$ cat config.mk
export PLATFORM = sky130hd
export DESIGN_NAME = demux_rr_dispatcher
export DESIGN_NICKNAME = d
export VERILOG_FILES = /design/src/rtl/demux_rr_dispatcher.sv
export SDC_FILE = /design/constraint.sdc
export NUM_CORES = 1
export LEC_CHECK = 0
export BUFFER_PORTS_ARGS = -buffer_cell sky130_fd_sc_hd__buf_2
export CELL_PAD_IN_SITES_DETAIL_PLACEMENT = 1
export CELL_PAD_IN_SITES_GLOBAL_PLACEMENT = 2
export CORE_UTILIZATION = 29
export DETAILED_ROUTE_END_ITERATION = 6
export GPL_ROUTABILITY_DRIVEN = 0
export PLACE_DENSITY = 0.7
export SLEW_MARGIN = 20
export SYNTH_ARGS = -nofsm -noshare
export SYNTH_HDL_FRONTEND = slang
export SYNTH_SLANG_ARGS = --single-unit
$ cat constraint.sdc
create_clock -name clk -period 2.2 [get_ports clk]
set_input_delay 0.11 -clock clk [delete_from_list [all_inputs] [get_ports clk]]
set_output_delay 0.11 -clock clk [all_outputs]
set_load 0.05 [all_outputs]
$ cat src/rtl/demux_rr_dispatcher.sv
// demux_rr_dispatcher
// Takes one valid/ready input stream and hands each word to one of four
// output channels, chosen round-robin among the enabled channels. The output
// stage is registered: a shared data bus, a one-hot per-channel valid and the
// demux select. A word waiting too long for its channel is dropped and an
// error pulse is raised.
//
// Ports:
//   clk          system clock, rising edge
//   rst_n        asynchronous active-low reset
//   in_data      input word
//   in_valid     input word present
//   in_ready     block accepts the input word this cycle (combinational)
//   ch_en        per-channel enable mask for arbitration
//   out_ready    per-channel sink ready
//   out_valid    one-hot valid to the granted channel, zero when empty
//   out_data     shared registered data bus
//   sel          index of the granted channel
//   xfer_cnt     count of completed output transfers (wraps)
//   timeout_err  one-cycle pulse when a held word is dropped
module demux_rr_dispatcher #(
    parameter int DATA_W  = 8,
    parameter int TIMEOUT = 255
) (
    input  logic              clk,
    input  logic              rst_n,
    input  logic [DATA_W-1:0] in_data,
    input  logic              in_valid,
    output logic              in_ready,
    input  logic [3:0]        ch_en,
    input  logic [3:0]        out_ready,
    output logic [3:0]        out_valid,
    output logic [DATA_W-1:0] out_data,
    output logic [1:0]        sel,
    output logic [15:0]       xfer_cnt,
    output logic              timeout_err
);

    typedef enum logic [0:0] {
        ST_EMPTY = 1'b0,
        ST_FULL  = 1'b1
    } state_t;

    // Wait counter only needs to reach TIMEOUT-1.
    localparam int WAIT_W = (TIMEOUT > 1) ? $clog2(TIMEOUT) : 1;
    localparam logic [WAIT_W-1:0] WAIT_LAST = (TIMEOUT > 0) ? WAIT_W'(TIMEOUT - 1) : {WAIT_W{1'b0}};

    // First enabled channel searching ptr, ptr+1, ptr+2, ptr+3 (mod 4).
    // Scanning from the far end lets the nearest enabled channel win.
    function automatic logic [1:0] pick_target(input logic [1:0] ptr, input logic [3:0] en);
        logic [1:0] idx;
        logic [1:0] pick;
        pick = ptr;
        for (int k = 3; k >= 0; k--) begin
            idx = ptr + 2'(k);
            if (en[idx]) begin
                pick = idx;
            end else begin
                pick = pick;
            end
        end
        return pick;
    endfunction

    state_t              state_q, state_d;
    logic [3:0]          out_valid_q, out_valid_d;
    logic [DATA_W-1:0]   out_data_q, out_data_d;
    logic [1:0]          sel_q, sel_d;
    logic [1:0]          ptr_q, ptr_d;
    logic [15:0]         xfer_cnt_q, xfer_cnt_d;
    logic                timeout_err_q, timeout_err_d;
    logic [WAIT_W-1:0]   wait_q, wait_d;

    logic                fire_s;
    logic                in_ready_s;
    logic                accept_s;
    logic                timeout_hit_s;
    logic [1:0]          target_s;

    // Handshake, arbitration and next-state computation.
    always_comb begin
        fire_s        = |(out_valid_q & out_ready);
        in_ready_s    = (ch_en != 4'b0000) && ((state_q == ST_EMPTY) || fire_s);
        accept_s      = in_valid && in_ready_s;
        target_s      = pick_target(ptr_q, ch_en);
        timeout_hit_s = (TIMEOUT != 0) && (wait_q == WAIT_LAST);

        state_d       = state_q;
        out_valid_d   = out_valid_q;
        out_data_d    = out_data_q;
        sel_d         = sel_q;
        ptr_d         = ptr_q;
        xfer_cnt_d    = xfer_cnt_q;
        timeout_err_d = 1'b0;
        wait_d        = wait_q;

        case (state_q)
            ST_EMPTY: begin
                state_d = ST_EMPTY;
            end
            ST_FULL: begin
                if (fire_s) begin
                    xfer_cnt_d  = xfer_cnt_q + 16'd1;
                    state_d     = ST_EMPTY;
                    out_valid_d = 4'b0000;
                end else if (timeout_hit_s) begin
                    // Drop the held word; ptr already points past it.
                    state_d       = ST_EMPTY;
                    out_valid_d   = 4'b0000;
                    timeout_err_d = 1'b1;
                end else begin
                    wait_d = wait_q + {{(WAIT_W-1){1'b0}}, 1'b1};
                end
            end
            default: begin
                state_d     = ST_EMPTY;
                out_valid_d = 4'b0000;
            end
        endcase

        // Accept is only possible when empty or draining, so loading here
        // overrides the empty/drain result above for back-to-back words.
        if (accept_s) begin
            state_d     = ST_FULL;
            out_data_d  = in_data;
            out_valid_d = 4'b0001 << target_s;
            sel_d       = target_s;
            ptr_d       = target_s + 2'd1;
            wait_d      = {WAIT_W{1'b0}};
        end else begin
            ptr_d = ptr_d;
        end
    end

    // State and output registers.
    always_ff @(posedge clk or negedge rst_n) begin
        if (!rst_n) begin
            state_q       <= ST_EMPTY;
            out_valid_q   <= 4'b0000;
            out_data_q    <= {DATA_W{1'b0}};
            sel_q         <= 2'd0;
            ptr_q         <= 2'd0;
            xfer_cnt_q    <= 16'd0;
            timeout_err_q <= 1'b0;
            wait_q        <= {WAIT_W{1'b0}};
        end else begin
            state_q       <= state_d;
            out_valid_q   <= out_valid_d;
            out_data_q    <= out_data_d;
            sel_q         <= sel_d;
            ptr_q         <= ptr_d;
            xfer_cnt_q    <= xfer_cnt_d;
            timeout_err_q <= timeout_err_d;
            wait_q        <= wait_d;
        end
    end

    assign in_ready    = in_ready_s;
    assign out_valid   = out_valid_q;
    assign out_data    = out_data_q;
    assign sel         = sel_q;
    assign xfer_cnt    = xfer_cnt_q;
    assign timeout_err = timeout_err_q;

endmodule

Word-level counts from Yosys, hierarchy flattened
Index checks and enable logic that the tools add are counted.
Word-level totals
  flip-flop bits (word level): 42
  logic and storage cells: 61
Operators by class
  $add $sub $neg: 6
  magnitude comparators: 4
  eq/ne operators: 3
  shift operators: 1
  muxes and demuxes: 27
  bitwise gates (word level): 2
  reduce and logical (&&, ||, !) cells: 10
Operators with widths (number)
  two-way mux 8 bit: 4
  adder 16 x 1 -> 16 bit (second input constant): 1
  two-way mux 4 bit: 4
  < comparator 2 x 3 -> 1 bit (second input constant): 4
  two-way mux 1 bit: 10
  adder 8 x 1 -> 8 bit (second input constant): 1
  binary-select mux 1 bit (select 2 bit): 4
  equality test 8 bit (second input constant): 1
  two-way mux 2 bit: 4
  adder 2 x 1 -> 2 bit (second input constant): 2
  adder 2 bit (second input constant): 2
  AND 4 bit: 1
  AND reduction 2 bit: 2
  nonzero test 4 bit: 1
  OR reduction 4 bit: 1
  left shift 1 x 2 -> 4 bit (first input constant): 1
  AND reduction 3 bit: 1
  nonzero test 3 bit: 1
  logical AND 1 bit: 2
  inequality test 2 x 1 -> 1 bit (second input constant): 1
  inequality test 2 bit (second input constant): 1
  one-hot mux 1 bit (2 select lines): 1
  nonzero test 2 bit: 1
  logical OR 1 bit: 1
  inverter 1 bit: 1

Longest topological paths before layout
  depth after elaboration: 9
  gate-level depth with buffers: 7
  mapped depth without buffers: 7

Worst setup path before layout
OpenSTA, ideal clock, no wires.
  kind: register -> output
  start: reg out_valid_q[0], in the netlist out_valid[0]
  end: out in_ready
  arrival: 1.890 ns
  data required time: 2.090 ns
  path slack: 0.200 ns
  stages on the path, launching flop included: 4
  buffers on the path: 0
  cells stage by stage: dfrtp_1 a22oi_4 and3_2 a21oi_1
On the way
  longest elaborated chain between the ends: 4
RTL lines
  start, declared: line 66  | logic [3:0] out_valid_q, out_valid_d;
  start signal, assigned: line 148  | out_valid_q <= out_valid_d;
  AND 4 bit: line 82  | fire_s = |(out_valid_q & out_ready);
  OR reduction 4 bit: line 82
  logical OR 1 bit: line 83  | in_ready_s = (ch_en != 4'b0000) && ((state_q == ST_EMPTY) || fire_s);
  logical AND 1 bit: line 83
  end, declared: line 29  | output logic in_ready,
Every way passes these cells.

Worst setup path after layout
  start: reg out_valid_q[2], in the netlist out_valid[2]
  end: out in_ready
The elaborated chain is that of the path after synthesis.

==> results.cfg <==
[outcome]
outcome = completed

[placed_design]
place_hpwl_mm = 3.609
dpl-instance-area_mm2 = 0.002462
portBuffers = 50

[clock_tree]
h-tree-depth = 2
cts_made_buffers = 5
cts_buffer_depth = 2
clkTransAtPathRegs_ps = 80
ctsResizeCount = 0
cts_tree = done
clock_latency_ps = 290
clock_sinks = 42
post-cts-setup-buffers = 0
cts-root-buf = clkbuf_8

[synthesis]
synth_xor_area_share_pct = 6.280
syn_nets = 216
ys.flop_type = dfrtp_1
syn_area_mm2 = 0.002092
yosys.area.top_type = dfrtp_1
synthCells = 190
synth_top_family_by_area = simple AND/OR/NAND/NOR gates
yosysWarnings = 0
synthTopCellsByArea = dfrtp_1 50%, mux2_2 5.9%, ha_1 4.2%
yosys.area_share.simple_pct = 15.55
synth-seq-area-share_pct = 50.24
synth_top_area_share_pct = 50.24
syn_avg_cell_area_um2 = 11.01
muxShareOfSynthArea_pct = 5.921
synth_compound_area_share_pct = 13.76
synth_seq_cells = 42
synth_cell_types = 42
synth-edff-count = 0
ys_async_sr_fraction_pct = 100.0
synth_fa_ha_area_share_pct = 4.187

[routing]
routedWlPerCell_um = 13.84
vias = 1622
drt-initial-drc-count = 51
drc = 0
totalWireLength_mm = 4.734
viasPerCell = 4.743
ant_nets = 0
drt-pass1-iter-count = 4

[timing]
maxSlewViolCount = 0
hold_viol = 0
fin_crit_sh_pct = 79.31
setup_viol = 0
relSlewSlack_pct = 69.56
tns_ps = 0
fin_crit_ps = 1745
clock-skew-final_ps = 2.133
clock.fmax_mhz = 573.1
worst_pin_slew_ps = 450.7
rsz0062_at_grt = false

[floorplan]
io-pin-count = 51
coreArea_mm2 = 0.006869
initial_core_util_pct = 30.46
die_area_mm2 = 0.007558
rows = 30
die_w_um = 86.94
fp.dieH_um = 86.94

[pwr]
intPower_mw = 1.726
power_frac_seq_pct = 35.8
sw_frac_of_total_pct = 48.93
peakVddDrop_v = 0.0006263
pwr-share-clk_pct = 13.9
power.switching_mw = 1.654
power.share.combinational_pct = 50.3
p_leak_nw = 1.248
power_density_mw_per_mm2 = 1325

[layout]
regArea_mm2 = 0.001051
nets = 272
final_area_mm2 = 0.002551
areaGrowthSynthToFinish_pct = 21.95
drive_gt1_share_pct = 34.15
multi_input_area_um2 = 962.2
n_antenna_cell = 0
n_fill_cell = 796

[setup_path]
path_class = reg -> out
end_kind = primary output
r2r_cells = 4
crit_path_start_kind = flop
worstPathArrival_ps = 1630
required_ps = 2090
cp_max_fo = 7
r2r_slack_ps = 480
timing.rr.start = out_valid[2]
rr_endpoint = wait_q[3]

[global_routing]
grt_pass1_wl_mm = 7.907
antenna_found_initial = 0
grt_max_degree = 18
gr-total-overflow = 0
grt_pass1_vias = 1647
grtUsageTotal_pct = 13.62

[run]
maxCapViolCount = 0

[hold_path]
min_to = out_data[5]
min-delay-start = in_data[5]
hold_depth = 2
holdCritPathClass = in -> reg
-- how the worst max path moves through the flow --
stage	from	end	slack [ps]	depth (start not counted)
2_1_floorplan	out_valid[0]	in_ready	200	3
3_3_place_gp	out_valid[2]	wait_q[4]	570	4
3_5_place_dp	out_valid[2]	wait_q[3]	470	4
4_1_cts	out_valid[2]	in_ready	420	4
5_1_grt	out_valid[2]	wait_q[3]	350	4
6_report	out_valid[2]	in_ready	460	4
-- kinds of logic after synthesis --
group,Yosys count
simple gates,58
fa+ha+maj,7
xor+xnor,15
flops,42
mux,11
compound gates,38
buf+inv,19
-- through the flow --
step / setup WS [ps] / std cells / total power, mW / utilization [%] / hold WS [ps]
floorplan: 199.8 / 190 / 2.538 / - / -185.6
global placement: 567.6 / 334 / 2.937 / 35.85 / 66.11
detailed placement: 468.0 / 334 / 2.952 / 35.85 / 69.20
CTS: 421.5 / 342 / 3.447 / 37.14 / 33.89
global route: 352.1 / 342 / 3.621 / 37.14 / 37.04
finish: 455.2 / 342 / 3.379 / 37.14 / 46.58
-- power groups by stage --
stage          clock [mW]  combinational, mW  sequential, mW
3_5_place_dp            0               1.72            1.23
5_1_grt             0.527               1.85            1.25
6_report            0.471               1.70            1.21
3_3_place_gp            0               1.71            1.22
2_1_floorplan           0              0.749            1.79
4_1_cts             0.503               1.73            1.22
-- registers in the layout (all words and copies together) (netlist names) --
signal	flops
out_data	8
xfer_cnt	16
out_valid	4
ptr_q	2
sel	2
state_q	1
wait_q	8
timeout_err	1
-- cells in the final DEF (no fill, tap or decap), types with 2 or more instances in the layout --
cell,netlist,layout
nor3_1,5,5
nor2_1,10,10
o41ai_1,2,2
nor3b_1,2,2
xnor2_1,6,6
mux2_2,11,11
a21oi_1,12,12
clkbuf_8,0,5
nand3_1,11,11
or4_1,4,4
nand4_1,3,3
o31ai_1,8,8
and3_1,2,2
clkinv_2,0,2
a21o_2,2,2
a22oi_4,2,2
buf_2,1,50
o21ai_0,3,3
xor2_1,9,9
inv_1,13,13
nor2b_1,2,2
buf_4,1,4
dfrtp_1,42,42
nand2_1,11,11
ha_1,7,7
and4_4,2,2
-- area by class of cell --
class / instances / share of cell area (%)
tap: 96 / 4.708
inverter: 13 / 1.913
multi-input combinational: 129 / 37.71
clock buffer: 5 / 2.697
timing repair buffer: 55 / 11.38
sequential: 42 / 41.20
clock inverter: 2 / 0.3923
-- metal layers --
layer	part of all wire, %	wire length, um	up-vias	GRT usage, %
met3	3.7	173	2	3.033
met2	49	2309	34	22.69
met5	0	0	-	0
met1	47	2221	794	17.66
met4	0.65	31	0	4.091
li1	-	-	792	-
-- what timing repair did --
item	in CTS	in global routing
endpoints found under the hold margin	15	0
hold buffers	1	0
setup endpoints to repair	0	0
-- synth_stat cells (3+ instances only) --
cell type / n
nand4_1: 3
xnor2_1: 6
nand2_1: 11
dfrtp_1: 42
xor2_1: 9
o21ai_0: 3
mux2_2: 11
ha_1: 7
or4_1: 4
inv_1: 13
o31ai_1: 8
nand3_1: 11
nor2_1: 10
nor3_1: 5
a21oi_1: 12
-- worst max-delay path: stages, from the launching register on --
cell,delay (ps)
dfrtp_1,430
a22oi_4,330
and3_2,310
a21oi_1,50
buf_2,210
Note: power is estimated with default switching activity, not from simulation.
